===== src/rtl/clause_queue.sv =====
// Per-engine clause FIFO (first-word-fall-through) behind one arbiter output.
// Ports: clock, reset(async low), push_in/clause_in/full_out from arbiter,
// pop_in/clause_out/empty_out/count_out to the BCP engine, flush_in clears.
// Optional macro CLAUSE_QUEUE_OVERFLOW_CNT_EN adds overflow_cnt_out[7:0].
module clause_queue #(
  parameter int CLAUSE_WIDTH    = 2,
  parameter int ELEMENT_CNT     = 4,
  parameter int ELEMENT_BIT_CNT = $clog2(ELEMENT_CNT) + 1,
  parameter int DEPTH           = 4,
  localparam int W  = CLAUSE_WIDTH * ELEMENT_BIT_CNT,
  localparam int AW = $clog2(DEPTH),
  localparam int PW = AW + 1
) (
  input  logic          clock,
  input  logic          reset,
  input  logic          push_in,
  input  logic [W-1:0]  clause_in,
  output logic          full_out,
  input  logic          pop_in,
  input  logic          flush_in,
  output logic [W-1:0]  clause_out,
  output logic          empty_out,
  output logic [PW-1:0] count_out
`ifdef CLAUSE_QUEUE_OVERFLOW_CNT_EN
  ,
  output logic [7:0]    overflow_cnt_out
`endif
);

  logic [W-1:0]  mem_q [DEPTH];
  logic [PW-1:0] wr_q, wr_d;
  logic [PW-1:0] rd_q, rd_d;
  logic          push_ok;
  logic          pop_ok;

  // Pointers carry a wrap bit so full and empty are distinguishable.
  assign empty_out = (wr_q == rd_q);
  assign full_out  = (wr_q[AW-1:0] == rd_q[AW-1:0]) &&
                     (wr_q[AW] != rd_q[AW]);
  assign count_out = wr_q - rd_q;

  assign push_ok = push_in && !full_out && !flush_in;
  assign pop_ok  = pop_in && !empty_out && !flush_in;

  assign clause_out = empty_out ? '0 : mem_q[rd_q[AW-1:0]];

  always_comb begin
    wr_d = wr_q;
    rd_d = rd_q;
    if (flush_in) begin
      wr_d = '0;
      rd_d = '0;
    end else begin
      if (push_ok) wr_d = wr_q + PW'(1);
      if (pop_ok)  rd_d = rd_q + PW'(1);
    end
  end

  always_ff @(posedge clock or negedge reset) begin
    if (!reset) begin
      wr_q <= '0;
      rd_q <= '0;
    end else begin
      wr_q <= wr_d;
      rd_q <= rd_d;
    end
  end

  // Storage is intentionally not reset.
  always_ff @(posedge clock) begin
    if (push_ok) mem_q[wr_q[AW-1:0]] <= clause_in;
  end

`ifdef CLAUSE_QUEUE_OVERFLOW_CNT_EN
  logic [7:0] ovf_q, ovf_d;

  always_comb begin
    ovf_d = ovf_q;
    if (push_in && full_out && !flush_in && ovf_q != 8'hFF)
      ovf_d = ovf_q + 8'd1;
  end

  always_ff @(posedge clock or negedge reset) begin
    if (!reset) ovf_q <= '0;
    else        ovf_q <= ovf_d;
  end

  assign overflow_cnt_out = ovf_q;
`endif

endmodule


===== config.mk =====
export PLATFORM = sky130hd
export DESIGN_NAME = clause_queue
export DESIGN_NICKNAME = d
export VERILOG_FILES = /design/src/rtl/clause_queue.sv
export SDC_FILE = /design/constraint.sdc
export NUM_CORES = 1
export LEC_CHECK = 0
export BUFFER_PORTS_ARGS = -buffer_cell sky130_fd_sc_hd__buf_2
export CAP_MARGIN = 0
export CORE_MARGIN = 2
export CORE_UTILIZATION = 59
export CTS_CLUSTER_SIZE = 25
export DETAILED_ROUTE_END_ITERATION = 7
export PLACE_DENSITY = 0.81
export REMOVE_ABC_BUFFERS = 1
export SLEW_MARGIN = 10
export SYNTH_ARGS = -nofsm -noshare
export SYNTH_HDL_FRONTEND = slang
export SYNTH_SLANG_ARGS = --single-unit

===== constraint.sdc =====
create_clock -name clock -period 6.2 [get_ports clock]
set_input_delay 1.24 -clock clock [delete_from_list [all_inputs] [get_ports clock]]
set_output_delay 1.24 -clock clock [all_outputs]
set_load 0.02 [all_outputs]

==> flow_summary.toml, run 1 <==
[logic_synthesis]
synth_top_family_by_area = "simple AND/OR/NAND/NOR gates"
synthCells = 101
synth.avg_cell_area_sq_um = 14.5
synth-seq-cells = 30
synthFlopType = "edfxtp_1"
yosys.area_share.simple = 0.137
synth_compound_area_frac = 0.0520
synthArstFlopShare = 0.200
synthMuxAreaShare = 0.0998
yosys.area.top_type_share = 0.491
synth_largest_area_cell = "edfxtp_1"
netlist_area_sq_um = 1470
synthAdderAreaFrac = 0.0734
yosysUniqueCellTypes = 31
synth_seq_area_share = 0.594
synth_area_leaders = "edfxtp_1 (49%), dfrtp_1 (10%), mux4_2 (9.2%)"
yosysWarnings = 0
yosys.area_share.xor_xnor = 0.0171
synth_edf_count = 24

[placement]
gp_congestion = 0.811
dp.final_hpwl_um = 1810
port_buffers = 21
post-place-ws_ns = 3.03

[floorplan]
ios = 22
start_util = 0.609
std_cell_rows = 18
dieArea_sq_um = 2900
die_height_um = 53.9
core_area_sq_um = 2410
die_w_um = 53.9

[timing]
rsz0062_at_grt = "false"
fin_skew_ns = 0.00518
setup_ws_ns = 2.65
tns_ns = 0
clock.fmax_mhz = 281
finalMaxSlewViolations = 0
worst_pin_slew_ns = 1.01
period_needed_ns = 3.55
maxSlewHeadroom = 0.323
finalSetupViolations = 0
finalHoldViolations = 0
fin_crit_sh = 0.573

[drt]
drtPass1Iterations = 4
post_drt_via_cell_ratio = 6.10
ant_nets = 0
drc = 0
num_vias = 951
wire_per_inst_um = 16.9
dr.first_iter.drc_count = 19
route.final.wire_length_um = 2640

[setup_path]
worstRegToRegCells = 6
cp_cell_sequence = "inv_1 -> ha_1 -> nand2_1 -> and2b_1 -> nor2b_1 -> buf_2"
r2r_end = "mem_q[3][2]"
worst-r2r-setup-slack_ns = 3.38
cp.arrival_ns = 2.31
cp-startpoint = "rd_q[1]"
critical_path_required_ns = 4.96
startpoint_type = "register"
endpoint = "clause_out[1]"
cpMaxStageDelayCell = "dfrtp_1"
reg2reg_from = "rd_q[1]"
path_class = "reg2out"
slowest_delay_ns = 0.62
critPathCaptureType = "output port"
critPathMaxFanout = 10

[pwr]
power_frac_seq = 0.357
internal-power_uw = 444
p_comb_frac = 0.503
p_sw_frac = 0.439
power.density_nw_per_um2 = 481
max-vdd-ir-drop_uv = 335
p_switching_uw = 348
p_clk_frac = 0.140
p_leak_nw = 0.643

[finish]
nFillCells = 181
antenna_cells = 0
multi_input_area_sq_um = 556
syn_to_final_growth_pct = 12.2
drive_gt1_frac = 0.286
seqCellArea_sq_um = 871
final_nets = 144

[clock_tree]
cts_buffers = 5
clock_path_buffers = 2
clk_latency_ns = 0.34
cts-htree-levels = 2
post_cts_resized = 0
cts_num_sinks = 30
clk_pin_slew_ns = 0.09
cts_root_buffer = "clkbuf_4"
cts_tree = "done"
cts_setup_buffers = 0
postCtsHoldBufs = 0

[global_routing]
grt-ovfl-total = 0
grt_max_degree = 17
grt_usage = 0.229
antenna_found_initial = 0
grt_pass1_vias = 857
grt_pass1_wl_um = 4240

[outcome]
run_status = "completed"

[hold_path]
hold_class = "reg2reg"

[run]
drv_cap = 0
==> flip-flops by register name, indices dropped and copies added (netlist names) <==
register,flops
mem_q,24
rd_q,3
wr_q,3
==> through the flow <==
stage	utilization	hold WS [ns]	total power, mW	instance area (sq um)	std cells
floorplan	-	0.548	0.563	1450	97
global placement	0.660	0.599	0.669	1590	148
detailed placement	0.660	0.604	0.688	1590	148
CTS	0.683	0.617	0.798	1650	156
global route	0.683	0.660	0.851	1650	156
finish	0.683	0.619	0.792	1650	156
==> synth_stat cells, drive strengths merged (3+ instances only) <==
cell / count
dfrtp: 6
and3: 4
edfxtp: 24
nand2: 4
a31oi: 3
mux4: 6
a21oi: 3
inv: 6
nor2: 3
nor2b: 7
ha: 7
nand3: 4
==> worst min path at each step <==
| stage | start | end | slack [ns] | cells past startpoint |
|---|---|---|---|---|
| global placement | wr_q[2] | wr_q[2] | 0.60 | 2 |
| global route | wr_q[2] | wr_q[2] | 0.66 | 2 |
| finish | wr_q[2] | wr_q[2] | 0.62 | 2 |
| CTS | wr_q[2] | wr_q[2] | 0.62 | 2 |
| detailed placement | wr_q[2] | wr_q[2] | 0.60 | 2 |
| floorplan | wr_q[1] | wr_q[1] | 0.55 | 2 |
==> power by group through the flow <==
| stage | clock network, mW | registers [mW] | logic, mW |
|---|---|---|---|
| 6_report | 0.111 | 0.283 | 0.398 |
| 5_1_grt | 0.119 | 0.288 | 0.445 |
| 4_1_cts | 0.111 | 0.283 | 0.403 |
| 3_5_place_dp | 0 | 0.288 | 0.400 |
| 3_3_place_gp | 0 | 0.286 | 0.383 |
| 2_1_floorplan | 0 | 0.277 | 0.286 |
==> layout by cell type, fill, tap and decap left out, drive strengths merged, types with 2 or more instances in the layout <==
master,n
edfxtp,24
buf,21
nor2b,7
ha,7
inv,6
mux4,6
dfrtp,6
clkbuf,5
nand2,4
and3,4
nand3,4
a21oi,3
a31oi,3
nor2,3
nor3b,2
or4,2
nand4b,2
xnor2,2
clkinv,2
==> cells by family (layout without fill, tap and decap cells) <==
family	Yosys count	count (layout)
DFF	30	30
adders and majority gates	8	8
muxes	7	7
and+or+nand+nor	33	33
buffers and inverters	10	35
xor gates and xnor gates	2	2
AOI/OAI and AO/OA	11	11
==> critical path: cells and delay by family, from the launching register on <==
kind / cells / cell delay [ns]
adders and majority gates: 1 / 0.37
buffers and inverters: 2 / 0.28
DFF: 1 / 0.62
and+or+nand+nor: 3 / 0.71
==> routing by layer <==
metal	global-route usage	vias up	wire length, um	share of wire
li1	-	442	-	-
met1	0.301	469	1080	0.41
met2	0.335	35	1330	0.50
met3	0.0750	5	176	0.067
met4	0.128	0	61	0.023
met5	0	-	0	0
==> cell type report <==
cell class,count,share of cell area
clock inverters,3,0.00989
clock buffers,5,0.0228
multi-input cells,61,0.338
flip-flops and latches,30,0.529
well taps,30,0.0228
repair buffers,21,0.0639
inverters,6,0.0137
Power figures use the tool's default switching activity.
==> inputs of run 2 (changes only) <==
- ABC_AREA: default -> 1
- CORE_UTILIZATION: 59 -> 55
- PLACE_DENSITY: 0.81 -> 0.76
- clock period: 6.2 -> 3.67 ns (I/O delays scaled with it)
==> flow_summary.toml, run 2 <==
[drt]
drtPass1Iterations = 4
wire_per_inst_um = 14.0
ant_nets = 0
route.final.wire_length_um = 2740
num_vias = 1059
dr.first_iter.drc_count = 45
drc = 0
post_drt_via_cell_ratio = 5.40

[timing]
finalSetupViolations = 0
tns_ns = 0
worst_pin_slew_ns = 0.625
fin_skew_ns = 0.0113
finalHoldViolations = 0
finalMaxSlewViolations = 0
holdWs_ns = 0.218
setup_ws_ns = 0.879
maxSlewHeadroom = 0.581
rsz0062_at_grt = "false"
clock.fmax_mhz = 358
fin_crit_sh = 0.761
period_needed_ns = 2.79

[logic_synthesis]
synthMuxAreaShare = 0
synthAdderAreaFrac = 0.0734
yosysWarnings = 0
synth_edf_count = 24
synth_seq_area_share = 0.594
synthTopCellsByCount = "nor2_1 (30), edfxtp_1 (24), nand2_1 (16), inv_1 (14), o21ai_1 (9)"
synthArstFlopShare = 0.200
synthFlopType = "edfxtp_1"
synth_top_family_by_area = "simple AND/OR/NAND/NOR gates"
yosysUniqueCellTypes = 21
netlist_area_sq_um = 1470
synth_area_leaders = "edfxtp_1 (49%), dfrtp_1 (10%), nor2_1 (7.7%)"
synthCells = 141
synth_largest_area_cell = "edfxtp_1"
synth_compound_area_frac = 0.0615
synth.most_common_cell = "nor2_1"
yosys.area.top_type_share = 0.492
yosys.area_share.simple = 0.195
synth-seq-cells = 30
synth.avg_cell_area_sq_um = 10.4
yosys.area_share.xor_xnor = 0.00598

[finish]
syn_to_final_growth_pct = 12.2
drive_gt1_frac = 0.205
utilization = 0.658
antenna_cells = 0
final_common_cell = "nor2_1"
stdcell_area_sq_um = 1640
largest_register_ffs = 24
final_nets = 184
layout_common_cells = "nor2_1 (30), edfxtp_1 (24), buf_2 (21), nand2_1 (16), inv_1 (14)"
stdcell_count = 196

[placement]
port_buffers = 21
dp.final_hpwl_um = 1970
gp_congestion = 0.838
dp.cells = 188
post-place-ws_ns = 1.23
placed_cell_area_sq_um = 1570

[global_routing]
antenna_found_initial = 0
grt_max_degree = 17
grt_usage = 0.201
grt-ovfl-total = 0
grt_pass1_vias = 1002
grt_pass1_wl_um = 4620

[clock_tree]
cts_buffers = 5
cts_setup_buffers = 0
clk_pin_slew_ns = 0.09
cts_tree = "done"
cts_num_sinks = 30
postCtsHoldBufs = 0
post_cts_resized = 0
cts_root_buffer = "clkbuf_4"
clock_path_buffers = 2
clk_latency_ns = 0.32
cts-htree-levels = 2

[setup_path]
critPathCaptureType = "output port"
critPathMaxFanout = 10
startpoint_type = "register"
cp.arrival_ns = 2.06
path_class = "reg2out"
critical_path_required_ns = 2.94

[pwr]
max-vdd-ir-drop_uv = 345
p_total_uw = 843
p_leak_nw = 0.748
power.density_nw_per_um2 = 513

[run]
drv_cap = 0

[floorplan]
std_cell_rows = 18
core_area_sq_um = 2500
die_height_um = 55.6
dieArea_sq_um = 3090
ios = 22
start_util = 0.586
die_w_um = 55.6

[hold_path]
hold_class = "in2async"

[outcome]
run_status = "completed"
-- run 2: cell families (layout without fill, tap and decap cells) --
kind of cell,count (synthesis),in the layout
XOR/XNOR,1,1
flip-flops,30,30
buffers and inverters,21,46
adder cells (fa/ha/maj),8,8
AO/OA/AOI/OAI,18,18
AND/OR/NAND/NOR,63,63
-- run 2: power by group --
part / switching, mW / internal (mW)
logic: 0.132 / 0.0630
clock network: 0.106 / 0.144
registers: 0.0180 / 0.379
total: 0.256 / 0.587
-- run 2: critical path: stages, from the launching register on --
cell and delay (ns):
dfrtp_1 0.56, inv_1 0.20, ha_1 0.31, nand2_1 0.07
inv_1 0.08, nand3_4 0.09, inv_2 0.08, a21oi_1 0.15
buf_2 0.19
-- run 2: final timing paths --
kind | end | slack, ns | startpoint | depth (start not counted)
worst max-delay path | clause_out[1] | 0.88 | rd_q[1] | 8
worst min-delay path | wr_q[0] | 0.22 | reset | 1
worst max register to register | mem_q[3][5] | 1.26 | rd_q[1] | 7
worst min register to register | wr_q[2] | 0.61 | wr_q[2] | 2
max in group asynchronous | rd_q[2] | 3.30 | reset | 1
min in group clock | wr_q[2] | 0.61 | wr_q[2] | 2
-- run 2: layer usage --
layer,GRT usage,vias up,share of wire
met2,0.330,36,0.51
met4,0.0906,0,0.021
li1,-,522,-
met3,0.0581,8,0.054
met1,0.246,493,0.42
met5,0,-,0
-- run 2: cell type report --
| cell class | instances | area [sq um] |
|---|---|---|
| fill | 186 | 856 |
| timing repair buffer | 21 | 105 |
| sequential | 30 | 871 |
| inverter | 17 | 63.8 |
| clock inverter | 1 | 30.0 |
| tap | 30 | 37.5 |
| clock buffer | 7 | 45.0 |
| multi-input combinational | 90 | 492 |
==> inputs of run 3 (changes only) <==
- clock period: 3.67 -> 2.89 ns (I/O delays scaled with it)
==> flow_summary.toml, run 3 (synthesis results as in run 2) <==
[outcome]
run_status = "completed"

[global_routing]
grt_pass1_wl_um = 4440
antenna_found_initial = 0
grt_usage = 0.191
grt_max_degree = 16
grt-ovfl-total = 0
grt_pass1_vias = 974

[setup_path]
critical_path_required_ns = 2.31
worst-r2r-setup-slack_ns = 0.60
path_class = "reg2out"
startpoint_type = "register"
worstRegToRegCells = 7
critPathCaptureType = "output port"
cp.arrival_ns = 2.04
critPathMaxFanout = 10

[timing]
setup_ws_ns = 0.273
finalMaxSlewViolations = 0
fin_skew_ns = 0.0123
maxSlewHeadroom = 0.665
finalHoldViolations = 0
clock.fmax_mhz = 382
fin_crit_sh = 0.905
period_needed_ns = 2.62
rsz0062_at_grt = "false"
worst_pin_slew_ns = 0.500
finalSetupViolations = 0
tns_ns = 0

[floorplan]
die_w_um = 55.6
std_cell_rows = 18
ios = 22
die_height_um = 55.6
start_util = 0.586
dieArea_sq_um = 3090
core_area_sq_um = 2500

[pwr]
p_total_mw = 1.01
max-vdd-ir-drop_uv = 451
power.density_nw_per_um2 = 612
p_leak_nw = 0.760

[placement]
dp.final_hpwl_um = 2020
placed_cell_area_sq_um = 1590
post-place-ws_ns = 0.621
gp_congestion = 0.813
port_buffers = 21

[clock_tree]
cts-htree-levels = 2
clock_path_buffers = 2
cts_setup_buffers = 0
postCtsHoldBufs = 0
post_cts_resized = 0
cts_tree = "done"
cts_root_buffer = "clkbuf_4"
clk_latency_ns = 0.32
clk_pin_slew_ns = 0.10
cts_num_sinks = 30
cts_buffers = 5

[finish]
layout_common_cells = "nor2_1 (30), edfxtp_1 (24), buf_2 (21), nand2_1 (16), inv_1 (14)"
final_nets = 187
drive_gt1_frac = 0.225
syn_to_final_growth_pct = 12.7
utilization = 0.661
antenna_cells = 0
stdcell_area_sq_um = 1650
largest_register_ffs = 24
final_common_cell = "nor2_1"

[drt]
num_vias = 1048
drc = 0
wire_per_inst_um = 13.7
drtPass1Iterations = 4
ant_nets = 0
dr.first_iter.drc_count = 34
route.final.wire_length_um = 2730
post_drt_via_cell_ratio = 5.27

[hold_path]
hold_class = "in2async"

[run]
drv_cap = 0
==> run 3: layout make-up <==
class                           instances  area, sq um
Timing Repair Buffer                   24          128
Sequential cell                        30          871
Inverter                               17         63.8
Tap cell                               30         37.5
Multi-Input combinational cell         90          492
Clock inverter                          1         5.00
Clock buffer                            7         55.1
Fill cell                             205          848
==> run 3: layer usage <==
metal	track usage	share of wire	vias up
li1	-	-	527
met1	0.249	0.45	489
met2	0.313	0.49	28
met3	0.0465	0.048	4
met4	0.0662	0.0095	0
met5	0	0	-
==> run 3: per-stage QoR <==
step                      hold WS (ns)  instances
after floorplan                  0.282        137
after global placement           0.412        191
after detailed placement         0.417        191
after CTS                       0.0674        199
after global routing            0.0734        199
final                           0.0702        199
==> run 3: critical path: stages, from the launching register on <==
cell and delay, ns:
dfrtp_1 0.56, inv_1 0.21, ha_1 0.32, nand2_1 0.05, inv_1 0.11, nand3_4 0.11
inv_2 0.14, a21oi_1 0.06, buf_2 0.16
==> run 3: path summary, 6_finish.rpt <==
| check | from | endpoint |
|---|---|---|
| setup / recovery | rd_q[1] | clause_out[1] |
| hold / removal | reset | rd_q[1] |
| setup reg to reg | rd_q[1] | mem_q[2][0] |
| hold reg to reg | wr_q[0] | wr_q[0] |
| max in group asynchronous | reset | wr_q[1] |
| min in group clock | clause_in[4] | mem_q[1][4] |
==> run 3: power breakdown <==
| part | switching (mW) | internal (mW) | total [mW] |
|---|---|---|---|
| sequential | 0.0107 | 0.482 | 0.493 |
| combinational | 0.180 | 0.0837 | 0.264 |
| clock | 0.136 | 0.118 | 0.254 |
